File: src/rtl/led_output_port_pkg.sv
// Shared definitions for the LED output port: bus address and display FSM encoding.
package led_output_port_pkg;

  // Word address the CPU stores to in order to drive the board LEDs.
  localparam logic [31:0] LED_BASE_ADDR = 32'h8000_0000;

  // Display FSM: IDLE waits for data, SHOW holds a value for the hold time.
  typedef enum logic {
    IDLE = 1'b0,
    SHOW = 1'b1
  } disp_state_t;

  // Width of a down-counter that must hold HOLD_CYCLES-1 (at least one bit).
  function automatic int hold_cnt_w(input int hold);
    return (hold > 1) ? $clog2(hold) : 1;
  endfunction

endpackage

File: src/rtl/sync_fifo.sv
// Single-clock FIFO, power-of-two depth. dout shows the oldest entry
// whenever the FIFO is non-empty; push when full and pop when empty are ignored.
module sync_fifo #(
  parameter  int WIDTH = 8,
  parameter  int DEPTH = 4,
  localparam int AW    = $clog2(DEPTH),
  localparam int CW    = AW + 1
) (
  input  logic             clk_25mhz,
  input  logic             reset_n,
  input  logic             push,
  input  logic             pop,
  input  logic [WIDTH-1:0] din,
  output logic [WIDTH-1:0] dout,
  output logic [CW-1:0]    count,
  output logic             full,
  output logic             empty
);

  logic [WIDTH-1:0] mem [DEPTH];
  logic [AW-1:0]    wr_ptr, rd_ptr;
  logic             do_push, do_pop;

  assign full    = (count == CW'(DEPTH));
  assign empty   = (count == '0);
  assign do_push = push && !full;
  assign do_pop  = pop && !empty;
  assign dout    = mem[rd_ptr];

  // Storage array; contents need no reset since count gates visibility.
  always_ff @(posedge clk_25mhz) begin
    if (do_push) mem[wr_ptr] <= din;
  end

  // Pointers wrap naturally modulo DEPTH; count tracks occupancy.
  always_ff @(posedge clk_25mhz or negedge reset_n) begin
    if (!reset_n) begin
      wr_ptr <= '0;
      rd_ptr <= '0;
      count  <= '0;
    end else begin
      if (do_push) wr_ptr <= wr_ptr + 1'b1;
      if (do_pop)  rd_ptr <= rd_ptr + 1'b1;
      case ({do_push, do_pop})
        2'b10:   count <= count + 1'b1;
        2'b01:   count <= count - 1'b1;
        default: count <= count;
      endcase
    end
  end

endmodule

File: src/rtl/led_output_port.sv
// Memory-mapped LED port. CPU stores to BASE_ADDR are queued in a FIFO and
// each value is shown on the LEDs for HOLD_CYCLES clocks so fast store
// sequences stay visible. Stores stall while the FIFO is full.
// Optional macro LED_READBACK_EN: loads from BASE_ADDR return
// {fifo_count in [31:24], led in [LED_WIDTH-1:0]}; otherwise rdata is 0.
module led_output_port
  import led_output_port_pkg::*;
#(
  parameter logic [31:0] BASE_ADDR   = LED_BASE_ADDR,
  parameter int          DEPTH       = 4,
  parameter int          HOLD_CYCLES = 25_000_000,
  parameter int          LED_WIDTH   = 8
) (
  input  logic                   clk_25mhz,
  input  logic                   reset_n,
  input  logic [31:0]            addr,
  input  logic [31:0]            wdata,
  input  logic                   write_en,
  input  logic                   read_en,
  output logic [31:0]            rdata,
  output logic                   stall,
  output logic [LED_WIDTH-1:0]   led,
  output logic [$clog2(DEPTH):0] fifo_count
);

  localparam int             HW        = hold_cnt_w(HOLD_CYCLES);
  localparam logic [HW-1:0]  HOLD_LAST = HW'(HOLD_CYCLES - 1);

  logic                 hit, push, pop, full, empty;
  logic [LED_WIDTH-1:0] fifo_dout;
  disp_state_t          state;
  logic [HW-1:0]        hold_cnt;

  assign hit   = (addr == BASE_ADDR);
  assign push  = write_en && hit && !full;
  // full is decoded from the registered count, so a same-cycle pop never
  // releases the stall; the CPU retries and lands on the next cycle.
  assign stall = write_en && hit && full;
  // Empty is registered too, so a value pushed this cycle is never popped
  // in the same cycle.
  assign pop   = !empty && ((state == IDLE) || (hold_cnt == '0));

  sync_fifo #(
    .WIDTH (LED_WIDTH),
    .DEPTH (DEPTH)
  ) u_fifo (
    .clk_25mhz (clk_25mhz),
    .reset_n   (reset_n),
    .push      (push),
    .pop       (pop),
    .din       (wdata[LED_WIDTH-1:0]),
    .dout      (fifo_dout),
    .count     (fifo_count),
    .full      (full),
    .empty     (empty)
  );

  // Display FSM: load a value, hold it HOLD_CYCLES clocks, chain if more queued.
  always_ff @(posedge clk_25mhz or negedge reset_n) begin
    if (!reset_n) begin
      state    <= IDLE;
      hold_cnt <= '0;
      led      <= '0;
    end else begin
      case (state)
        IDLE: begin
          if (!empty) begin
            led      <= fifo_dout;
            hold_cnt <= HOLD_LAST;
            state    <= SHOW;
          end
        end
        SHOW: begin
          if (hold_cnt != '0) begin
            hold_cnt <= hold_cnt - 1'b1;
          end else if (!empty) begin
            led      <= fifo_dout;
            hold_cnt <= HOLD_LAST;
          end else begin
            state <= IDLE;
          end
        end
        default: state <= IDLE;
      endcase
    end
  end

`ifdef LED_READBACK_EN
  // Readback is combinational from registers so software can poll occupancy.
  always_comb begin
    rdata = '0;
    if (read_en && hit) begin
      rdata[31:24]          = 8'(fifo_count);
      rdata[LED_WIDTH-1:0]  = led;
    end
  end
`else
  assign rdata = '0;
`endif

  // Upper store bits and (without readback) read_en are intentionally ignored.
  logic unused_ok;
  assign unused_ok = ^{wdata, read_en};

endmodule

File: config.mk
export PLATFORM = sky130hd
export DESIGN_NAME = led_output_port
export DESIGN_NICKNAME = d
export VERILOG_FILES = /design/src/rtl/led_output_port_pkg.sv /design/src/rtl/sync_fifo.sv /design/src/rtl/led_output_port.sv
export SDC_FILE = /design/constraint.sdc
export NUM_CORES = 1
export LEC_CHECK = 0
export ABC_AREA = 1
export CORE_ASPECT_RATIO = 1.25
export CORE_MARGIN = 3
export CORE_UTILIZATION = 30
export CTS_CLUSTER_DIAMETER = 30
export DETAILED_ROUTE_END_ITERATION = 8
export PLACE_DENSITY = 0.54
export SLEW_MARGIN = 20
export SYNTH_ARGS = -nofsm -noshare
export SYNTH_HDL_FRONTEND = slang
export SYNTH_SLANG_ARGS = --single-unit
File: constraint.sdc
create_clock -name clk_25mhz -period 7.6 [get_ports clk_25mhz]
set_clock_uncertainty 0.2 [all_clocks]
set_input_delay 1.52 -clock clk_25mhz [delete_from_list [all_inputs] [get_ports clk_25mhz]]
set_output_delay 1.52 -clock clk_25mhz [all_outputs]
set_load 0.005 [all_outputs]
==> key figures <==
Status
  – Status: finished, final reports clean

Setup path
  – Worst r2r path cells: 14
  – CP peak stage delay: 0.52 ns
  – CP cell instances: clkdlybuf4s50_1, nor2_1, nand4_1, nor3_1, nand2_1, nor2_1, clkdlybuf4s50_1
  – Crit path kind: in2out
  – CP arrival: between 3 and 4 ns
  – Max FO, Critical Path: 3
  – Worst Setup End Kind: output port
  – Slowest CP cell: clkdlybuf4s50_1
  – Required time of the critical path: 5.88 ns
  – Reg-to-reg setup timing slack: 4.31 ns
  – Crit start category: primary input

Clock network
  – CTS Buffer Depth: 2
  – Hold-fix buffers, CTS: 0
  – Clk Latency, worst-skew pair: ~0.33 ns
  – Clock Pin Slew Worst Setup and Hold Paths: 0.06 ns
  – Number of setup buffers added after CTS: 0
  – CTS tree: done
  – Post-cts sizing count: 0
  – H-tree Lvls: 3
  – Clock sink total: 73
  – CTS buffer count: 9
  – Root buf cell: clkbuf_16

Timing
  – RSZ-0062 raised after global routing: false
  – Worst setup margin: 2.728 ns
  – Setup tns final: 0 ns
  – Minimum hold slack: between 0.2 and 0.3 ns
  – Final setup violation count: 0
  – Worst Tran Pin Value: 0.8627 ns
  – Final Slew Violations: 0
  – Max frequency: slightly above 0.2 GHz
  – Rel. slew slack: 42.27%
  – Fin crit share: approximately 64%
  – Final min period: between 4 and 5 ns
  – Final hold viol count: 0

Floorplan
  – Core ar.: 12390 sq um
  – Row count: 45
  – Die Width: 107.6 um
  – I/O Pins: between 100 and 150
  – Initial Util: 31.23%
  – Die area: 14300 sq um
  – Die Y: 133.0 um

Min path
  – Worst min-delay path class: reg2reg
  – Hold Crit Depth: 1

Synth
  – Synth warn: 0
  – Post-synthesis sequential area ratio: 51.36%
  – Avg Synthesized Cell Area: 8.713 sq um
  – Main flop type after synthesis: dfrtp_1
  – Register bit total from synthesis: 73
  – Commonest cells post-synth: 94 x nand2_1, 64 x nor2_1, 51 x inv_1
  – Share of the synthesized area in the top cell type: 26.52%
  – Count leader, synth: nand2_1
  – Syn Std Cell Area: 3869 sq um
  – Ys async rst share: between 50% and 60%
  – Post-synth EDFFs: 32
  – Top cells by area, synth: dfrtp_1 27%, edfxtp_1 25%, nand2_1 9.1%, buf_4 6.4%, nor2_1 6.2%
  – Unique masters post-synth: 31
  – Synth area leader: dfrtp_1
  – Syn Inst Count: between 400 and 500

Detailed routing
  – 1st-iter DRT viols: ~130
  – Total detailed-routing wirelength: a little over 8000 um
  – Drt drc: 0
  – DR WL/cell: 12.26 um
  – Vias: between 2000 and 3000
  – Post-DRT Antenna Nets: 0
  – Drt via density: 4.333
  – DRT Pass-1 Iters: 4

Finish
  – # diodes: 0
  – Post-layout net count: 573
  – Layout cells sized above 1: 5.567%
  – Layout area overhead: 22.93%
  – Post-layout util: 38.39%

GRT
  – Vias in the first global route: 2895
  – Total GRT Usage: 11.96%
  – First-pass GRT wire length: 13610 um
  – Initial antenna violation count: 0
  – Global route overflow: 0
  – Largest net degree at the start of global routing: 42

Power
  – Combinational share of power: under 10%
  – Int Pwr: 0.7211 mW
  – Total power: 0.9016 mW
  – Clock power frac: just over 50%
  – Seq pwr share: about 46%
  – Worst vdd rail ir drop: 0.1063 mV
  – Switching Power: 0.1805 mW
  – Total leakage power: 1.971 nW
  – Switching share of power: between 20% and 30%
  – Pwr Density: 189.6 nW/um^2

Placed design
  – Post-DP HPWL: between 5000 and 6000 um
  – Pre-CTS WS: 2.685 ns
  – RD Place Congestion: 0.7713
  – PortBufs: 54

Run
  – Number of max-cap violations: 0
## final timing paths
check	from	endpoint
min in group asynchronous	reset_n	hold_cnt[13]
worst min register to register	hold_cnt[1]	hold_cnt[1]
worst max register to register	hold_cnt[0]	u_fifo.count[2]
worst min-delay path	hold_cnt[1]	hold_cnt[1]
worst max-delay path	addr[9]	stall
max in group asynchronous	reset_n	u_fifo.rd_ptr[0]
## layout make-up
type	instances	area [sq um]
Timing Repair Buffer	54	538.0
Clock inverter	6	92.59
Sequential cell	73	1987
Clock buffer	10	229.0
Inverter	52	195.2
Tap cell	164	205.2
Multi-Input combinational cell	308	1509
Fill cell	1256	7631
## flip-flops by register name, summed over array words and instances, names as in the netlist
name / cells
u_fifo.rd_ptr: 2
state: 1
led: 8
hold_cnt: 25
u_fifo.mem: 32
u_fifo.count: 3
u_fifo.wr_ptr: 2
## cell families after synthesis
logic type	count (synthesis)	synth area share (%)
flops	73	51.36
simple gates	198	21.35
compound gates	56	8.700
buf+inv	94	12.65
other cells	1	0.09693
fa+ha+maj	7	2.458
xor+xnor	15	3.396
## power groups by stage
stage	combinational (mW)	sequential, mW	clock [mW]
after floorplan	0.0174	0.420	0
after detailed placement	0.0333	0.420	0
after global routing	0.0372	0.412	0.482
after CTS	0.0333	0.412	0.467
after global placement	0.0328	0.420	0
final	0.0331	0.412	0.456
## routing by layer
metal  up-vias  track usage, %  share of wire (%)  wire length (um)
met5         -               0                  0                 0
met4         0           6.246                2.1               169
met3        12           2.196                3.3               273
met2        58           20.06                 51              4188
met1      1342           14.45                 43              3547
li1       1478               -                  -                 -
## worst max-delay path: cells and delay by family
kind / cells / cell delay, ns
AND/OR/NAND/NOR: 5 / 0.71
buffers and inverters: 2 / 0.91
## stage by stage
step	instance area, sq um	cells
global placement	4432	651
finish	4756	667
floorplan	3985	475
CTS	4753	667
global route	4756	667
detailed placement	4432	651
## placed cells by master, fill, tap and decap left out, drive strengths merged
| master | count |
|---|---|
| clkinvlp | 2 |
| dfrtp | 41 |
| nor3 | 3 |
| buf | 1 |
| or2 | 2 |
| o21a | 1 |
| fa | 1 |
| clkbuf | 10 |
| nand3 | 17 |
| nand3b | 2 |
| o21ai | 31 |
| nand4 | 6 |
| bufinv | 2 |
| clkinv | 2 |
| a21oi | 14 |
| edfxtp | 32 |
| nand2 | 98 |
| xnor2 | 2 |
| ha | 6 |
| clkdlybuf4s50 | 53 |
| inv | 52 |
| o22ai | 2 |
| conb | 32 |
| xor2 | 13 |
| and2 | 1 |
| a32o | 8 |
| nor2 | 69 |
No activity file was read; power rests on OpenSTA's default activity.
